[src/rtl/deserializer.sv]
// deserializer
// Receive side of the padded-frame serial link. A frame is NumbLeadingZeros
// zeros, NumbDataBits data bits (MSB first) and NumbTrailingZeros zeros.
// The first leading zero coincides with Trigger. Padding is checked, and
// good frames are presented in parallel with a one-cycle strobe.
//
// Ports:
//   Clk        in   clock, rising edge
//   Clr        in   asynchronous reset, active low
//   Trigger    in   one-cycle marker on the first padding bit of a frame
//   InputBit   in   serial data, one bit per clock
//   DataOut    out  last good data word, held between frames
//   DataValid  out  one-cycle pulse when DataOut is updated
//   FrameError out  one-cycle pulse on a rejected or aborted frame
//   Busy       out  high while a frame is being received
//   ErrorCount out  saturating count of rejected frames
module deserializer #(
  parameter int NumbDataBits      = 8,
  parameter int NumbLeadingZeros  = 4,
  parameter int NumbTrailingZeros = 4
) (
  input  logic                    Clk,
  input  logic                    Clr,
  input  logic                    Trigger,
  input  logic                    InputBit,
  output logic [NumbDataBits-1:0] DataOut,
  output logic                    DataValid,
  output logic                    FrameError,
  output logic                    Busy,
  output logic [7:0]              ErrorCount
);

  localparam int ContentSize = NumbLeadingZeros + NumbDataBits + NumbTrailingZeros;
  localparam int PosW        = $clog2(ContentSize);

  localparam logic [PosW-1:0] PosZero       = PosW'(0);
  localparam logic [PosW-1:0] PosOne        = PosW'(1);
  localparam logic [PosW-1:0] PosLast       = PosW'(ContentSize - 1);
  localparam logic [PosW-1:0] PosDataFirst  = PosW'(NumbLeadingZeros);
  localparam logic [PosW-1:0] PosTrailFirst = PosW'(NumbLeadingZeros + NumbDataBits);

  localparam logic [1:0] IDLE  = 2'd0;
  localparam logic [1:0] LEAD  = 2'd1;
  localparam logic [1:0] DATA  = 2'd2;
  localparam logic [1:0] TRAIL = 2'd3;

  // pos_q is the frame position of the bit sampled at the next edge, and
  // state_q is the region that position falls in.
  logic [1:0]              state_q, state_d;
  logic [PosW-1:0]         pos_q, pos_d;
  logic [NumbDataBits-1:0] shift_q, shift_d;
  logic                    err_q, err_d;
  logic                    err_s;
  logic [NumbDataBits-1:0] data_q, data_d;
  logic                    valid_q, valid_d;
  logic                    ferr_q, ferr_d;
  logic                    busy_q, busy_d;
  logic [7:0]              cnt_q, cnt_d;

  function automatic logic [1:0] region_of(input logic [PosW-1:0] p);
    if (p < PosDataFirst) begin
      return LEAD;
    end else if (p < PosTrailFirst) begin
      return DATA;
    end else begin
      return TRAIL;
    end
  endfunction

  function automatic logic [7:0] sat_inc(input logic [7:0] c);
    if (c == 8'hFF) begin
      return c;
    end else begin
      return c + 8'd1;
    end
  endfunction

  // Next-state logic: frame start/abort, bit classification, completion.
  always_comb begin
    state_d = state_q;
    pos_d   = pos_q;
    shift_d = shift_q;
    err_d   = err_q;
    err_s   = err_q;
    data_d  = data_q;
    valid_d = 1'b0;
    ferr_d  = 1'b0;
    busy_d  = busy_q;
    cnt_d   = cnt_q;
    if (Trigger) begin
      // A trigger while a frame is open (including its last bit) aborts it.
      if (state_q != IDLE) begin
        ferr_d = 1'b1;
        cnt_d  = sat_inc(cnt_q);
      end else begin
        ferr_d = 1'b0;
        cnt_d  = cnt_q;
      end
      // The trigger cycle carries padding bit 0, so it is checked here.
      state_d = region_of(PosOne);
      pos_d   = PosOne;
      shift_d = {NumbDataBits{1'b0}};
      err_d   = InputBit;
      busy_d  = 1'b1;
    end else if (state_q == IDLE) begin
      state_d = IDLE;
    end else begin
      case (state_q)
        DATA:        shift_d = (shift_q << 1'b1) | NumbDataBits'(InputBit);
        LEAD, TRAIL: err_s   = err_q | InputBit;
        default:     err_s   = err_q;
      endcase
      if (pos_q == PosLast) begin
        state_d = IDLE;
        pos_d   = PosZero;
        busy_d  = 1'b0;
        err_d   = 1'b0;
        if (err_s) begin
          ferr_d = 1'b1;
          cnt_d  = sat_inc(cnt_q);
        end else begin
          valid_d = 1'b1;
          data_d  = shift_d;
        end
      end else begin
        pos_d   = pos_q + PosOne;
        state_d = region_of(pos_q + PosOne);
        err_d   = err_s;
      end
    end
  end

  // State and output registers.
  always_ff @(posedge Clk or negedge Clr) begin
    if (!Clr) begin
      state_q <= IDLE;
      pos_q   <= PosZero;
      shift_q <= {NumbDataBits{1'b0}};
      err_q   <= 1'b0;
      data_q  <= {NumbDataBits{1'b0}};
      valid_q <= 1'b0;
      ferr_q  <= 1'b0;
      busy_q  <= 1'b0;
      cnt_q   <= 8'd0;
    end else begin
      state_q <= state_d;
      pos_q   <= pos_d;
      shift_q <= shift_d;
      err_q   <= err_d;
      data_q  <= data_d;
      valid_q <= valid_d;
      ferr_q  <= ferr_d;
      busy_q  <= busy_d;
      cnt_q   <= cnt_d;
    end
  end

  assign DataOut    = data_q;
  assign DataValid  = valid_q;
  assign FrameError = ferr_q;
  assign Busy       = busy_q;
  assign ErrorCount = cnt_q;

endmodule

[config.mk]
export PLATFORM = sky130hd
export DESIGN_NAME = deserializer
export DESIGN_NICKNAME = d
export VERILOG_FILES = /design/src/rtl/deserializer.sv
export SDC_FILE = /design/constraint.sdc
export NUM_CORES = 1
export LEC_CHECK = 0
export BUFFER_PORTS_ARGS = -buffer_cell sky130_fd_sc_hd__buf_2
export CAP_MARGIN = 10
export CORE_MARGIN = 8
export CORE_UTILIZATION = 55
export DETAILED_ROUTE_END_ITERATION = 8
export PLACE_DENSITY = 0.75
export SLEW_MARGIN = 20
export SYNTH_ARGS = -nofsm -noshare
export SYNTH_HDL_FRONTEND = slang
export SYNTH_SLANG_ARGS = --single-unit
export TNS_END_PERCENT = 1
[constraint.sdc]
create_clock -name Clk -period 1.8 [get_ports Clk]
set_input_delay 0.36 -clock Clk [delete_from_list [all_inputs] [get_ports Clk]]
set_output_delay 0.36 -clock Clk [all_outputs]
set_load 0.05 [all_outputs]
==> results of run 1 <==
synthesized netlist by cell type, drive strengths merged:
cell type / number
a2111o: 1
a21o: 1
a21oi: 3
a2bb2oi: 1
and3: 1
buf: 4
clkbuf: 1
dfrtp: 34
ha: 3
inv: 3
mux2: 1
mux2i: 8
nand2: 11
nand3: 4
nand3b: 1
nand4: 1
nor2: 14
nor2b: 1
nor3: 3
nor3b: 1
nor4: 1
nor4b: 1
o2111ai: 2
o21a: 1
o21ai: 12
o21bai: 1
o221ai: 1
o31ai: 1
or3: 1
xnor2: 1
xor2: 9
layout make-up:
| class | count | area share, % |
|---|---|---|
| Sequential cell | 34 | 49.56 |
| Multi-Input combinational cell | 86 | 34.55 |
| Timing Repair Buffer | 29 | 9.475 |
| Clock buffer | 7 | 3.207 |
| Tap cell | 31 | 2.259 |
| Inverter | 3 | 0.6560 |
| Clock inverter | 1 | 0.2915 |
stage by stage:
step | power, W | instance area (µm²) | cells | setup WS, ps | hold slack (ps)
6_report | 0.002353 | 1717 | 191 | 54.80 | 86.03
5_1_grt | 0.002494 | 1717 | 191 | 8.130 | 128.6
4_1_cts | 0.002371 | 1704 | 190 | 6.798 | 105.4
3_5_place_dp | 0.001929 | 1644 | 182 | 23.36 | 469.7
3_3_place_gp | 0.001874 | 1644 | 182 | 102.1 | 456.2
2_1_floorplan | 0.001692 | 1483 | 128 | 10.87 | 64.41
flip-flops by register name (all words and copies together) (netlist names):
register / cells
Busy: 1
FrameError: 1
err_q: 1
DataValid: 1
pos_q: 4
shift_q: 8
DataOut: 8
state_q: 2
ErrorCount: 8
power by group:
part	leakage, nW	switching (W)	total, W	internal [W]
Clock	0.0353	0.000245	0.000434	0.000189
Combinational	0.352	0.000563	0.000836	0.000273
Sequential	0.429	0.000182	0.00108	0.000901
worst max-delay path by stage:
stage,to,slack (ps),cells after the start
after floorplan,ErrorCount[1],10,5
after global routing,ErrorCount[6],8,5
after global placement,ErrorCount[1],100,5
after CTS,ErrorCount[1],7,5
final,ErrorCount[1],50,5
after detailed placement,ErrorCount[1],20,5
what timing repair did:
item	CTS	global route
gates resized for setup	0	2
setup endpoints to repair	0	2
setup buffers	0	1
logic make-up (layout without fill, tap and decap cells):
logic type	Yosys count	after routing
buffers and inverters	8	40
AO/OA/AOI/OAI	24	24
AND/OR/NAND/NOR	40	40
adder cells (fa/ha/maj)	3	3
XOR/XNOR	10	10
multiplexers	9	9
flip-flops	34	34
critical path, cell delays in order, from the launching register on:
cell,delay (ps)
dfrtp_1,440
ha_2,240
and3_2,210
o221ai_4,320
nor2_2,100
mux2_1,320
metal layers:
| metal | up-vias | routed length, µm | track usage, % |
|---|---|---|---|
| met1 | 497 | 1294 | 16.62 |
| met2 | 15 | 1425 | 22.98 |
| met5 | - | 0 | 0 |
| met3 | 9 | 129 | 6.056 |
| met4 | 0 | 61 | 5.882 |
| li1 | 507 | - | - |
==> results_dict.tcl, run 1 <==
set metrics [dict create \
    hpwl_um 2128 \
    numCtsBuffers 5 \
    wirelength_um 2910 \
    drive_gt1_share_pct 27.50 \
    syn_nets 135 \
    hold_class "in -> async" \
    yosys.area.top_type "dfrtp_1" \
    ys_seq_elements 34 \
    die_h_um 67.92 \
    seqCellArea_um2 850.8 \
    io_buffers 22 \
    antenna_found_initial 0 \
    startpoint "pos_q[0]" \
    grt_overflow 0 \
    multi_input_area_um2 593.1 \
    grt_pass1_vias 1037 \
    cap_violations 0 \
    yosys-top-cells-area "dfrtp_1, mux2i_1, xor2_1" \
    routedWlPerCell_um 15.24 \
    synth_fa_ha_area_share_pct 2.532 \
    synth-compound-area-share_pct 11.73 \
    setup_viol 0 \
    seq_area_frac_synth_pct 57.38 \
    fin_skew_ps 11.31 \
    drc 0 \
    synthMuxAreaShare_pct 6.160 \
    run_status "finished, final reports clean" \
    start_kind "flop" \
    clk_path_buf_depth 2 \
    n_antenna_cell 0 \
    gp_routability_congestion 0.7358 \
    fmax_ghz 0.5730 \
    yosysTopAreaCellShare_pct 57.38 \
    clkSinkCount 34 \
    final_cell_mix "dfrtp_1, buf_2, nor2_1" \
    fin_nets 166 \
    rsz0062_at_grt "false" \
    cp_max_fo 8 \
    syn_area_um2 1483 \
    dieArea_um2 4613 \
    synthCells 128 \
    vias 1028 \
    worst_ep_arrival_time_ps 1960 \
    rows 19 \
    core_um2 2663 \
    grt_pass1_wl_um 4864 \
    crit_type "reg -> reg" \
    p_leak_nw 0.8161 \
    cts_tree "built" \
    synth-simple-area-share_pct 13.33 \
    die_w_um 67.92 \
    cts-root-buf "clkbuf_4" \
    syn_avg_cell_area_um2 11.58 \
    endpoint_kind "flop" \
    fin_crit_ps 1745 \
    first_iter_violations 96 \
    hold_viol_final 0 \
    ir_drop_mv 1.314 \
    postLayoutCoreUtil_pct 64.47 \
    worstMarginPinSlew_ps 757.7 \
    htreeDepth 2 \
    synth_top_family_by_area "simple AND/OR/NAND/NOR gates" \
    relSlewSlack_pct 49.49 \
    powerDensity_nw_per_um2 1370 \
    yosysUniqueCellTypes 35 \
    grt_max_degree 35 \
    ant_nets 0 \
    tns_ps 0 \
    synth_xor_xnor_area_share_pct 5.907 \
    yosysWarnings 0 \
    firstDrtPassIters 4 \
    track_usage_pct 14.34 \
    r2r_setup_slack_ps 50 \
    viasPerCell 5.382 \
    worstReg2RegStart "pos_q[0]" \
    clk_latency_ps 330 \
    final_common_cell "dfrtp_1" \
    drv_slew 0 \
    hold_buffers 0 \
    start_util_pct 55.69 \
    fill_cells 222 \
    ios 23 \
    clk_pin_slew_ps 100 \
    syn_to_final_growth_pct 15.78 \
    finalCritPeriodShare_pct 96.96 \
    worstPathRequired_ps 2020 \
    rr_endpoint "ErrorCount[1]" \
    r2r_cells 5 \
]
Note: power is estimated with default switching activity, not from simulation.
==> inputs of run 2 (changes only) <==
--- a/config.mk
+++ b/config.mk
@@ -8,10 +8,9 @@
 export BUFFER_PORTS_ARGS = -buffer_cell sky130_fd_sc_hd__buf_2
 export CAP_MARGIN = 10
 export CORE_MARGIN = 8
-export CORE_UTILIZATION = 55
+export CORE_UTILIZATION = 49
 export DETAILED_ROUTE_END_ITERATION = 8
-export PLACE_DENSITY = 0.75
-export SLEW_MARGIN = 20
+export PLACE_DENSITY = 0.7
 export SYNTH_ARGS = -nofsm -noshare
 export SYNTH_HDL_FRONTEND = slang
 export SYNTH_SLANG_ARGS = --single-unit
==> constraint.sdc (replaced) <==
create_clock -name Clk -period 1.5 [get_ports Clk]
set_input_delay 0.3 -clock Clk [delete_from_list [all_inputs] [get_ports Clk]]
set_output_delay 0.3 -clock Clk [all_outputs]
set_load 0.05 [all_outputs]
==> run 2 against run 1 <==
Compared with the run above:
- the flow now finishes with violations (setup timing)
- non-clock buffer count grew 7
- via count grew 4.4%
- maximum frequency grew 12%
- worst hold slack gained 110 ps
- critical path depth is the same
- largest cell class unchanged
==> results_dict.tcl, run 2 (synthesized netlist as in run 1, its figures left out) <==
set metrics [dict create \
    ant_nets 0 \
    wirelength_um 2847 \
    grt_pass1_wl_um 4788 \
    first_iter_violations 83 \
    syn_to_final_growth_pct 27.17 \
    fin_skew_ps 9.579 \
    power.total_w 0.003136 \
    hold_viol_final 0 \
    grt_pass1_vias 1046 \
    antenna_found_initial 0 \
    worstMarginPinSlew_ps 371.2 \
    cts-root-buf "clkbuf_4" \
    drc 0 \
    p_clk_share_pct 21.5 \
    hpwl_um 2119 \
    p_int_w 0.001884 \
    final_cell_mix "dfrtp_1, buf_2, nor2_1" \
    clk_path_buf_depth 2 \
    final_common_cell "dfrtp_1" \
    p_leak_nw 0.8573 \
    p_comb_share_pct 36.8 \
    switching_share_pct 39.92 \
    ios 23 \
    cap_violations 0 \
    htreeDepth 2 \
    vias 1073 \
    endpoint_kind "flop" \
    powerDensity_nw_per_um2 1663 \
    clk_pin_slew_ps 110 \
    run_status "complete, but fails checks" \
    min_from "Trigger" \
    worstHoldEndpoint "Busy" \
    routedWlPerCell_um 14.24 \
    n_antenna_cell 0 \
    grt_max_degree 21 \
    grt_overflow 0 \
    r2r_cells 5 \
    startpoint "pos_q[0]" \
    worstReg2RegStart "pos_q[0]" \
    drv_slew 0 \
    pwr-share-seq_pct 41.7 \
    drive_gt1_share_pct 40.12 \
    worst_hold_slack_ps 198.7 \
    fin_crit_ps 1563 \
    viasPerCell 5.365 \
    clkSinkCount 34 \
    relSlewSlack_pct 75.25 \
    post-place-ws_ps -49.88 \
    setup_viol 2 \
    cts_setup_buffers 0 \
    hold_path_depth 2 \
    dieArea_um2 5042 \
    worst_ep_arrival_time_ps 1790 \
    cts_tree "built" \
    rsz0062_at_grt "true" \
    start_kind "flop" \
    fin_nets 173 \
    rr_endpoint "ErrorCount[1]" \
    numCtsBuffers 5 \
    finalCritPeriodShare_pct 104.2 \
    fmax_ghz 0.6397 \
    r2r_setup_slack_ps -60 \
    crit_type "reg -> reg" \
    hold_class "in -> reg" \
    core_um2 2953 \
    die_h_um 71.01 \
    fin_ws_ps -63.25 \
    gp_routability_congestion 0.8096 \
    power.switching_w 0.001252 \
    clk_latency_ps 340 \
    io_buffers 22 \
    firstDrtPassIters 4 \
    start_util_pct 50.21 \
    worstPathRequired_ps 1720 \
    cp_max_fo 8 \
    tns_ps -102.6 \
    rows 20 \
    ir_drop_mv 1.498 \
    violations "setup timing" \
    track_usage_pct 11.98 \
    die_w_um 71.01 \
]
==> run 2: cell count changes in the layout (fill, tap and decap cells not counted), sizes merged <==
| cell | change |
|---|---|
| buf | +6 |
| clkbuf | -2 |
| clkinvlp | +2 |
| bufinv | +1 |
| clkinv | -1 |
| dlygate4sd3 | +1 |
==> run 2: power groups by stage <==
| stage | Combinational [W] | Sequential (W) | Clock [W] |
|---|---|---|---|
| after floorplan | 0.000469 | 0.00165 | 0 |
| after global placement | 0.00112 | 0.00132 | 0 |
| final | 0.00115 | 0.00131 | 0.000674 |
| after CTS | 0.00116 | 0.00130 | 0.000691 |
| after global routing | 0.00124 | 0.00134 | 0.000721 |
| after detailed placement | 0.00115 | 0.00132 | 0 |
==> run 2: layer usage <==
layer / part of all wire [%] / global-route usage, % / wire length, µm / up-vias
li1: - / - / - / 526
met1: 47 / 14.63 / 1330 / 522
met2: 47 / 18.23 / 1352 / 16
met3: 3.3 / 3.672 / 95 / 9
met4: 2.4 / 6.928 / 68 / 0
met5: 0 / 0 / 0 / -
==> run 2: worst max-delay path, cell delays in order, from the launching register on <==
cell      delay, ps
dfrtp_1         430
ha_4            170
and3_4          150
o221ai_4        310
nor2_2           80
mux2_4          300
==> run 2: how the worst max path moves through the flow <==
| stage | to | cells after the start |
|---|---|---|
| 3_5_place_dp | ErrorCount[1] | 5 |
| 6_report | ErrorCount[1] | 5 |
| 5_1_grt | ErrorCount[1] | 5 |
| 2_1_floorplan | ErrorCount[1] | 5 |
| 3_3_place_gp | ErrorCount[1] | 5 |
| 4_1_cts | ErrorCount[1] | 5 |
==> run 2: repair_timing <==
item	4_1_cts	5_1_grt
gates resized for setup	0	7
cloned	0	0
setup endpoints to repair	3	14
pin swaps	1	3
endpoints found under the hold margin	14	0
hold buffers	1	0
==> run 2: final cells by class <==
cell class | instances | area (µm²)
clock buffer | 5 | 37.54
clock inverter | 3 | 45.04
fill | 233 | 1067
inverter | 3 | 11.26
multi-input combinational | 86 | 654.4
sequential | 34 | 862.1
tap | 33 | 41.29
timing repair buffer | 36 | 234.0
==> run 2: stage by stage <==
step | area (µm²) | util [%] | instances
2_1_floorplan | 1535 | - | 128
3_3_place_gp | 1764 | 59.75 | 191
3_5_place_dp | 1764 | 59.75 | 191
4_1_cts | 1857 | 62.88 | 200
5_1_grt | 1886 | 63.86 | 200
6_report | 1886 | 63.86 | 200
